--- src/rtl/mem_arbiter_pkg.sv ---
// Shared widths, watchdog default, FSM/owner encodings and memory request/response structs.
// Imported by the arbiter top and its pending-slot sub-module.
package mem_arbiter_pkg;

  localparam int ADDR_W          = 32;
  localparam int DATA_W          = 32;
  localparam int STRB_W          = 4;
  localparam int TIMEOUT_DEFAULT = 1024;

  typedef enum logic {
    IDLE = 1'b0,
    BUSY = 1'b1
  } arb_state_e;

  typedef enum logic {
    OWN_INSTR = 1'b0,
    OWN_DATA  = 1'b1
  } owner_e;

  // Request heading to the memory port; in a slot, valid means "slot full".
  typedef struct packed {
    logic              valid;
    logic              instr;
    logic [ADDR_W-1:0] addr;
    logic [DATA_W-1:0] wdata;
    logic [STRB_W-1:0] wstrb;
  } mem_in_type;

  typedef struct packed {
    logic              ready;
    logic [DATA_W-1:0] rdata;
    logic              error;
  } mem_out_type;

endpackage

--- src/rtl/mem_arbiter_slot.sv ---
// One-deep pending-request register for a single requester: loads on a request strobe,
// clears when granted; strobes arriving while full or in flight are dropped.
module mem_arbiter_slot
  import mem_arbiter_pkg::*;
#(
  parameter bit is_instr = 1'b0
) (
  input  logic              clock,
  input  logic              reset,
  input  logic              req_valid,
  input  logic [ADDR_W-1:0] req_addr,
  input  logic [DATA_W-1:0] req_wdata,
  input  logic [STRB_W-1:0] req_wstrb,
  input  logic              clear,
  input  logic              in_flight,
  output mem_in_type        slot
);

  logic accept;
  assign accept = req_valid && !slot.valid && !in_flight;

  always_ff @(posedge clock or posedge reset) begin
    if (reset) begin
      slot <= '0;
    end else if (accept) begin
      slot.valid <= 1'b1;
      slot.instr <= is_instr;
      slot.addr  <= req_addr;
      slot.wdata <= req_wdata;
      slot.wstrb <= is_instr ? '0 : req_wstrb;
    end else if (clear) begin
      slot.valid <= 1'b0;
    end
  end

  // A requester may only have one request outstanding at a time.
  assert property (@(posedge clock) disable iff (reset) !(req_valid && (slot.valid || in_flight)))
    else $error("mem_arbiter_slot: request strobe while slot full or transaction in flight");

endmodule

--- src/rtl/mem_arbiter.sv ---
// Round-robin arbiter sharing one memory port between fetch and load/store, one transaction
// outstanding, combinational response routing to the owner, watchdog-terminated hangs.
module mem_arbiter
  import mem_arbiter_pkg::*;
#(
  parameter int timeout_cycles = TIMEOUT_DEFAULT
) (
  input  logic              clock,
  input  logic              reset,
  input  logic              imem_valid,
  input  logic [ADDR_W-1:0] imem_addr,
  output logic              imem_ready,
  output logic [DATA_W-1:0] imem_rdata,
  output logic              imem_error,
  input  logic              dmem_valid,
  input  logic [ADDR_W-1:0] dmem_addr,
  input  logic [DATA_W-1:0] dmem_wdata,
  input  logic [STRB_W-1:0] dmem_wstrb,
  output logic              dmem_ready,
  output logic [DATA_W-1:0] dmem_rdata,
  output logic              dmem_error,
  output logic              mem_valid,
  output logic              mem_instr,
  output logic [ADDR_W-1:0] mem_addr,
  output logic [DATA_W-1:0] mem_wdata,
  output logic [STRB_W-1:0] mem_wstrb,
  input  logic              mem_ready,
  input  logic [DATA_W-1:0] mem_rdata
);

  localparam int CNT_W = $clog2(timeout_cycles);

  arb_state_e       state, state_nxt;
  owner_e           owner, owner_nxt;
  owner_e           last_grant, last_grant_nxt;
  logic [CNT_W-1:0] wdog, wdog_nxt;

  mem_in_type  islot, dslot, mem_req;
  mem_out_type rsp;
  logic        grant_data, expire, clr_i, clr_d;
  logic        inflight_i, inflight_d;

  mem_arbiter_slot #(.is_instr(1'b1)) u_islot (
    .clock     (clock),
    .reset     (reset),
    .req_valid (imem_valid),
    .req_addr  (imem_addr),
    .req_wdata ('0),
    .req_wstrb ('0),
    .clear     (clr_i),
    .in_flight (inflight_i),
    .slot      (islot)
  );

  mem_arbiter_slot #(.is_instr(1'b0)) u_dslot (
    .clock     (clock),
    .reset     (reset),
    .req_valid (dmem_valid),
    .req_addr  (dmem_addr),
    .req_wdata (dmem_wdata),
    .req_wstrb (dmem_wstrb),
    .clear     (clr_d),
    .in_flight (inflight_d),
    .slot      (dslot)
  );

  always_ff @(posedge clock or posedge reset) begin
    if (reset) begin
      state      <= IDLE;
      owner      <= OWN_INSTR;
      last_grant <= OWN_INSTR;
      wdog       <= '0;
    end else begin
      state      <= state_nxt;
      owner      <= owner_nxt;
      last_grant <= last_grant_nxt;
      wdog       <= wdog_nxt;
    end
  end

  always_comb begin
    state_nxt      = state;
    owner_nxt      = owner;
    last_grant_nxt = last_grant;
    wdog_nxt       = wdog;
    mem_req        = '0;
    rsp            = '0;
    expire         = 1'b0;
    clr_i          = 1'b0;
    clr_d          = 1'b0;
    // On a tie the requester not granted last time goes first.
    grant_data     = dslot.valid && (!islot.valid || last_grant == OWN_INSTR);
    case (state)
      IDLE: begin
        if (islot.valid || dslot.valid) begin
          mem_req        = grant_data ? dslot : islot;
          owner_nxt      = grant_data ? OWN_DATA : OWN_INSTR;
          last_grant_nxt = grant_data ? OWN_DATA : OWN_INSTR;
          clr_d          = grant_data;
          clr_i          = !grant_data;
          wdog_nxt       = '0;
          state_nxt      = BUSY;
        end
      end
      BUSY: begin
        expire    = (wdog == CNT_W'(timeout_cycles - 1)) && !mem_ready;
        rsp.ready = mem_ready || expire;
        rsp.error = expire;
        rsp.rdata = mem_ready ? mem_rdata : '0;
        wdog_nxt  = wdog + 1'b1;
        if (rsp.ready) state_nxt = IDLE;
      end
      default: state_nxt = IDLE;
    endcase
  end

  // The completing requester may re-request in its response cycle.
  assign inflight_i = (state == BUSY) && (owner == OWN_INSTR) && !rsp.ready;
  assign inflight_d = (state == BUSY) && (owner == OWN_DATA) && !rsp.ready;

  assign mem_valid = mem_req.valid;
  assign mem_instr = mem_req.instr;
  assign mem_addr  = mem_req.addr;
  assign mem_wdata = mem_req.wdata;
  assign mem_wstrb = mem_req.wstrb;

  assign imem_ready = rsp.ready && (owner == OWN_INSTR);
  assign imem_rdata = (owner == OWN_INSTR) ? rsp.rdata : '0;
  assign imem_error = rsp.error && (owner == OWN_INSTR);
  assign dmem_ready = rsp.ready && (owner == OWN_DATA);
  assign dmem_rdata = (owner == OWN_DATA) ? rsp.rdata : '0;
  assign dmem_error = rsp.error && (owner == OWN_DATA);

endmodule

--- config.mk ---
export PLATFORM = sky130hd
export DESIGN_NAME = mem_arbiter
export DESIGN_NICKNAME = d
export VERILOG_FILES = /design/src/rtl/mem_arbiter_pkg.sv /design/src/rtl/mem_arbiter_slot.sv /design/src/rtl/mem_arbiter.sv
export SDC_FILE = /design/constraint.sdc
export NUM_CORES = 1
export LEC_CHECK = 0
export BUFFER_PORTS_ARGS = -buffer_cell sky130_fd_sc_hd__buf_2
export CAP_MARGIN = 20
export CORE_ASPECT_RATIO = 1.75
export CORE_UTILIZATION = 25
export CTS_CLUSTER_DIAMETER = 40
export DETAILED_ROUTE_END_ITERATION = 8
export PLACE_DENSITY_LB_ADDON = 0.1
export SYNTH_ARGS = -nofsm -noshare
export SYNTH_HDL_FRONTEND = slang
export SYNTH_SLANG_ARGS = --single-unit
export TNS_END_PERCENT = 20
--- constraint.sdc ---
create_clock -name clock -period 7.2 [get_ports clock]
set_input_delay 0 -clock clock [delete_from_list [all_inputs] [get_ports clock]]
set_output_delay 0 -clock clock [all_outputs]
set_load 0.05 [all_outputs]
==> results of run 1 <==
## flip-flops by register name, summed over array words and instances (netlist names)
name	cells
last_grant	1
u_islot.slot	34
wdog	10
u_dslot.slot	69
state	1
## final cells by class
class | count | area, um2 | share of cell area [%]
Inverter | 5 | 21.3 | 0.237
Multi-Input combinational cell | 352 | 2580 | 28.8
Clock buffer | 18 | 439 | 4.90
Tap cell | 292 | 365 | 4.07
Sequential cell | 115 | 2880 | 32.1
Timing Repair Buffer | 382 | 2480 | 27.6
Clock inverter | 14 | 209 | 2.33
## where the power goes
part | switching [mW] | total [mW] | internal [mW]
clock network | 0.309 | 0.930 | 0.621
registers | 0.168 | 1.12 | 0.956
logic | 1.52 | 2.24 | 0.723
## per-layer routing
metal | up-vias | GRT usage (%) | wire (um)
met5 | - | 0 | 0
met4 | 0 | 5.82 | 303
met3 | 18 | 3.46 | 1110
met2 | 220 | 32.0 | 10000
met1 | 2471 | 14.3 | 6050
li1 | 2426 | - | -
## path summary, 6_finish.rpt
check | from | end | slack, ns | depth (start not counted)
max in group asynchronous | reset | u_dslot.slot[55]$_DFFE_PP0P_ | 5.63 | 4
min in group asynchronous | reset | u_dslot.slot[20]$_DFFE_PP0P_ | 0.21 | 3
worst min-delay path | imem_valid | u_islot.slot[69]$_DFFE_PP0P_ | 0.07 | 3
worst min register to register | u_islot.slot[68]$_DFFE_PP0P_ | u_islot.slot[68]$_DFFE_PP0P_ | 0.46 | 1
worst max-delay path | state$_DFF_PP0_ | u_dslot.slot[35]$_DFFE_PP0P_ | 4.26 | 5
worst max register to register | state$_DFF_PP0_ | u_dslot.slot[35]$_DFFE_PP0P_ | 4.26 | 5
## cell usage after synthesis (all sizes together)
master  count
nand3       4
mux2      100
inv         5
and3        4
clkbuf     19
nor4        1
nor2        6
o21bai      1
mux2i       2
o31ai       2
nor3        1
ha          1
buf        11
o41ai       1
o311ai      2
or2         2
xnor2       1
o22ai       1
o211ai      3
a21oi      35
nand4       3
and2      100
dfrtp     115
nor3b       1
nand2b      2
nand2      70
o21ai       8
xor2        1
## cells by family (layout without fill, tap and decap cells)
logic type | after synthesis | in the layout | synth area share [%]
flops | 115 | 115 | 51.7
mux | 102 | 102 | 20.6
simple gates | 194 | 194 | 18.8
xor+xnor | 2 | 2 | 0.315
fa+ha+maj | 1 | 1 | 0.225
buf+inv | 35 | 419 | 2.92
compound gates | 53 | 53 | 5.48
## critical path, stage by stage, from the launching register on
cell	delay, ns
dfrtp_1	0.57
nand2b_1	0.21
or2_1	0.31
o211ai_4	0.63
buf_4	0.62
mux2_2	0.41
==> results_dict.tcl, run 1 <==
set metrics [dict create \
    place_ws_ns 4.24 \
    antenna_found_initial 0 \
    synth_area_leaders "dfrtp_1 (52%), mux2_2 (20%), and2_1 (11%)" \
    yosysTopAreaCell "dfrtp_1" \
    clk_latency_ns 0.42 \
    yosysSeqAreaShare_pct 51.7 \
    dieArea_um2 22900 \
    hold_slack_ns 0.0731 \
    io_pins 275 \
    synth_cells 502 \
    rows 71 \
    gp_congestion 0.723 \
    final_common_cell "buf_2" \
    fill_cells 2175 \
    avgSynthCellArea_um2 11.1 \
    grt_pass1_vias 5492 \
    ys_ff_latch 115 \
    yosys_warnings 0 \
    arrival_ns 3.23 \
    drt_iter0_drc 123 \
    p_leak_nw 4.48 \
    route.detailed.drc 0 \
    critPathKind "flop to flop" \
    htreeDepth 4 \
    wl_per_cell_um 14.8 \
    ant_nets 0 \
    start_kind "flop" \
    hpwl_mm 12.3 \
    placedCellCount 1042 \
    die_h_um 199 \
    die_w_um 115 \
    synth_top_area_share_pct 51.7 \
    hold_buffers 102 \
    rsz0062_at_grt "false" \
    core_area_um2 21700 \
    grt_pass1_wl_mm 26.8 \
    max_freq_mhz 340 \
    grt_max_degree 70 \
    syn2layout_area_growth_pct 61.2 \
    cts.sinks 115 \
    fin_util_pct 41.4 \
    final_cell_mix "buf_2 (274), dfrtp_1 (115), dlygate4sd3_1 (102), and2_1 (100), mux2_2 (99)" \
    outcome "complete, no violations" \
    critPathCaptureType "flop" \
    slew_viol_final 0 \
    maxSlewHeadroom_pct 35.7 \
    tns_ns 0 \
    via_per_inst 4.36 \
    routed_wl_mm 17.5 \
    worst-path-max-fanout 47 \
    clockBufferDepth 2 \
    cts_resized 0 \
    drtPass1Iterations 4 \
    cts-buffers-inserted 17 \
    nets 1011 \
    setup_slack_ns 4.26 \
    instances_no_fill 1178 \
    grt_usage_pct 15.5 \
    clk_pin_slew_ns 0.06 \
    num_vias 5135 \
    period_share_pct 40.8 \
    tritoncts "done" \
    start_util_pct 25.7 \
    placed_cell_area_um2 7250 \
    skew_ns 0.0116 \
    worstPathRequired_ns 7.49 \
    io_buffers 274 \
    min_path_type "input pin to flop" \
    final_area_um2 8970 \
    cap_violations 0 \
    drive_above_1_share_pct 47.5 \
    p_per_area_nw_per_um2 479 \
    antenna_cells 0 \
    power_mw 4.29 \
    synth_cell_type_count 36 \
    postCtsSetupBuffers 0 \
    syn_nets 640 \
    hold_viol 0 \
    worstMarginPinSlew_ns 0.963 \
    cts_root_buf "clkbuf_16" \
    finalSetupViolations 0 \
    syn_area_um2 5570 \
    min_period_ns 2.94 \
    globalRouteOverflowTotal 0 \
    irDropWorstVdd_mv 0.257 \
]
Power figures use the tool's default switching activity.
==> run 2: changes to the inputs <==
ABC_AREA = 1   (was not set)
clock period = 2.5 ns   (was 7.2 ns; I/O delays follow)
==> run 2 against run 1 <==
Net effect:
- final area up 4.0%
- sequential power rose to 2.8 times the previous value
- combinational power rose to 3.0 times the previous value
- clock power rose to 2.9 times the previous value
- area after synthesis up 7.2%
- via count up 30%
- critical path depth up 1
- critical path type is now flop to output port
- largest cell class unchanged
==> results_dict.tcl, run 2 <==
set metrics [dict create \
    outcome "complete, no violations" \
    cap_violations 0 \
    routed_wl_mm 22.3 \
    ys_ff_latch 115 \
    synthFlopType "dfrtp_1" \
    min_period_ns 2.26 \
    die_w_um 119 \
    reg2reg_depth 8 \
    critPathCaptureType "output port" \
    largest_register_ff_count 69 \
    cts_root_buf "clkbuf_16" \
    dieArea_um2 24500 \
    clk_latency_ns 0.41 \
    ys_async_sr_fraction_pct 100 \
    regToRegSetupSlack_ns 0.48 \
    rows 74 \
    slowest_stage "dfrtp_1" \
    final_cell_mix "buf_2 (274), nand2_1 (255), dfrtp_1 (114), nand3_1 (109), nor2_1 (108)" \
    tritoncts "done" \
    critPathKind "flop to output port" \
    syn_nets 971 \
    worst-path-max-fanout 20 \
    syn2layout_area_growth_pct 56.4 \
    ant_nets 0 \
    setup_slack_ns 0.242 \
    grt_max_degree 106 \
    route.detailed.drc 0 \
    r2r-end "u_dslot.slot[45]$_DFFE_PP0P_" \
    htreeDepth 4 \
    max_freq_mhz 443 \
    die_h_um 206 \
    p_per_area_nw_per_um2 1350 \
    clk_pin_slew_ns 0.06 \
    io_pins 275 \
    slew_viol_final 0 \
    yosysSeqAreaShare_pct 48.2 \
    cts.sinks 115 \
    skew_ns 0.0135 \
    min_path_type "input pin to asynchronous set/reset pin" \
    tns_ns 0 \
    maxSlewHeadroom_pct 48.0 \
    grt_pass1_vias 6605 \
    yosys_warnings 0 \
    yosysMostFrequentCell "nand2_1" \
    largestRegisters "u_dslot.slot x69, u_islot.slot x34, wdog x10" \
    antenna_found_initial 0 \
    place_ws_ns 0.450 \
    synth_cells 833 \
    drt_iter0_drc 337 \
    route.met3.wl_um 889 \
    final_common_cell "buf_2" \
    wl_met1_mm 9.10 \
    wl_per_cell_um 14.8 \
    cts_resized 0 \
    cts-buffers-inserted 17 \
    p_leak_nw 5.14 \
    io_buffers 274 \
    hpwl_mm 14.9 \
    top_register "u_dslot.slot" \
    via_per_inst 4.44 \
    cp_cell_sequence "nor2_1, nor2_4, buf_12, o21ai_0, nor2_1, buf_2" \
    clockBufferDepth 2 \
    dr.max_layer_used "met4" \
    worstPathRequired_ns 2.50 \
    start_util_pct 25.5 \
    cp_common_cell "nor2_1" \
    syn_area_um2 5970 \
    globalRouteOverflowTotal 0 \
    arrival_ns 2.26 \
    rsz0062_at_grt "false" \
    grt_pass1_wl_mm 34.7 \
    critical_path.top_delay_family "simple AND/OR/NAND/NOR gates" \
    start_kind "flop" \
    synth-edff-count 0 \
    period_share_pct 90.3 \
    hold_slack_ns 0.0837 \
    avgSynthCellArea_um2 7.16 \
    core_area_um2 23400 \
    worstMarginPinSlew_ns 0.780 \
    num_vias 6667 \
    yosysTopAreaCell "dfrtp_1" \
    crit_path_max_incr_delay_ns 0.46 \
    fill_cells 2499 \
    grt_usage_pct 18.1 \
    synth_top_area_share_pct 48.2 \
    drive_above_1_share_pct 28.2 \
    irDropWorstVdd_mv 0.603 \
    nets 1324 \
    power_mw 12.6 \
    fin_util_pct 39.8 \
    synth_cell_type_count 25 \
    drtPass1Iterations 4 \
    gp_congestion 0.782 \
    antenna_cells 0 \
    wl_met2_mm 11.9 \
    hold_viol 0 \
    finalSetupViolations 0 \
    synthTopCellsByCount "nand2_1 (256), dfrtp_1 (115), nor2_1 (110), nand3_1 (109), nor3_1 (66)" \
    synth_area_leaders "dfrtp_1 (48%), nand2_1 (16%), nand3_1 (9.1%)" \
    cp_num_buf_inv 2 \
    reg2reg_from "wdog[0]$_DFFE_PP0P_" \
]
## run 2: cell count changes in the layout (fill, tap and decap cells not counted), sizes merged, moves of 45 or more
cell	before	now
nor2	6	114
nor3	1	66
inv	6	51
mux2	100	0
and2	100	0
nand3	4	112
nand2	70	257
## run 2: layer usage
metal	GRT usage, %	vias to the layer above
li1	-	3363
met1	19.9	3090
met2	34.8	194
met4	6.10	0
met5	0	-
met3	3.01	20
## run 2: per-stage QoR
step,instances,instance area [um2]
after global placement,1369,7660
after detailed placement,1369,7660
after global routing,1502,9330
final,1502,9330
after floorplan,833,5970
after CTS,1502,9330
## run 2: what timing repair did
item | in CTS | in global routing
hold endpoints to repair | 115 | 0
hold buffers | 102 | 0
setup buffers | 0 | 0
## run 2: logic make-up after synthesis
family,Yosys count,share of synthesized area [%]
adder cells (fa/ha/maj),1,0.210
buffers and inverters,113,7.86
AND/OR/NAND/NOR,554,39.3
AO/OA/AOI/OAI,50,4.40
flip-flops,115,48.2
## run 2: worst max-delay path by stage
| stage | start | end | slack, ns | cells past startpoint |
|---|---|---|---|---|
| final | u_islot.slot[69]$_DFFE_PP0P_ | mem_addr[29] | 0.24 | 6 |
| after CTS | u_islot.slot[69]$_DFFE_PP0P_ | mem_addr[30] | 0.15 | 6 |
| after global placement | wdog[0]$_DFFE_PP0P_ | u_dslot.slot[31]$_DFFE_PP0P_ | 0.48 | 8 |
| after detailed placement | wdog[0]$_DFFE_PP0P_ | u_dslot.slot[31]$_DFFE_PP0P_ | 0.45 | 8 |
| after global routing | u_islot.slot[69]$_DFFE_PP0P_ | mem_instr | 0.05 | 5 |
| after floorplan | wdog[0]$_DFFE_PP0P_ | dmem_error | 0.21 | 5 |
## run 2: power by group
group | leakage, nW | internal (mW) | total, mW | switching (mW)
logic | 3.39 | 1.64 | 6.72 | 5.08
registers | 1.43 | 2.69 | 3.16 | 0.472
clock network | 0.319 | 1.80 | 2.68 | 0.882
total | 5.14 | 6.12 | 12.6 | 6.44
## run 2: worst register-to-register path, cell delays in order (launching register included)
cell and delay [ns]:
dfrtp_1 0.37, ha_1 0.20, inv_1 0.06, nor2_2 0.13, nand3_2 0.16, nand3_4 0.10
buf_4 0.57, nand3_1 0.24, nand2_1 0.13
## run 2: final cells by class
class	instances	area, um2	share of cell area [%]
flip-flops and latches	115	2880	30.9
clock inverters	8	148	1.58
multi-input cells	605	2650	28.4
clock buffers	23	498	5.34
repair buffers	395	2570	27.6
well taps	304	380	4.08
inverters	52	199	2.13
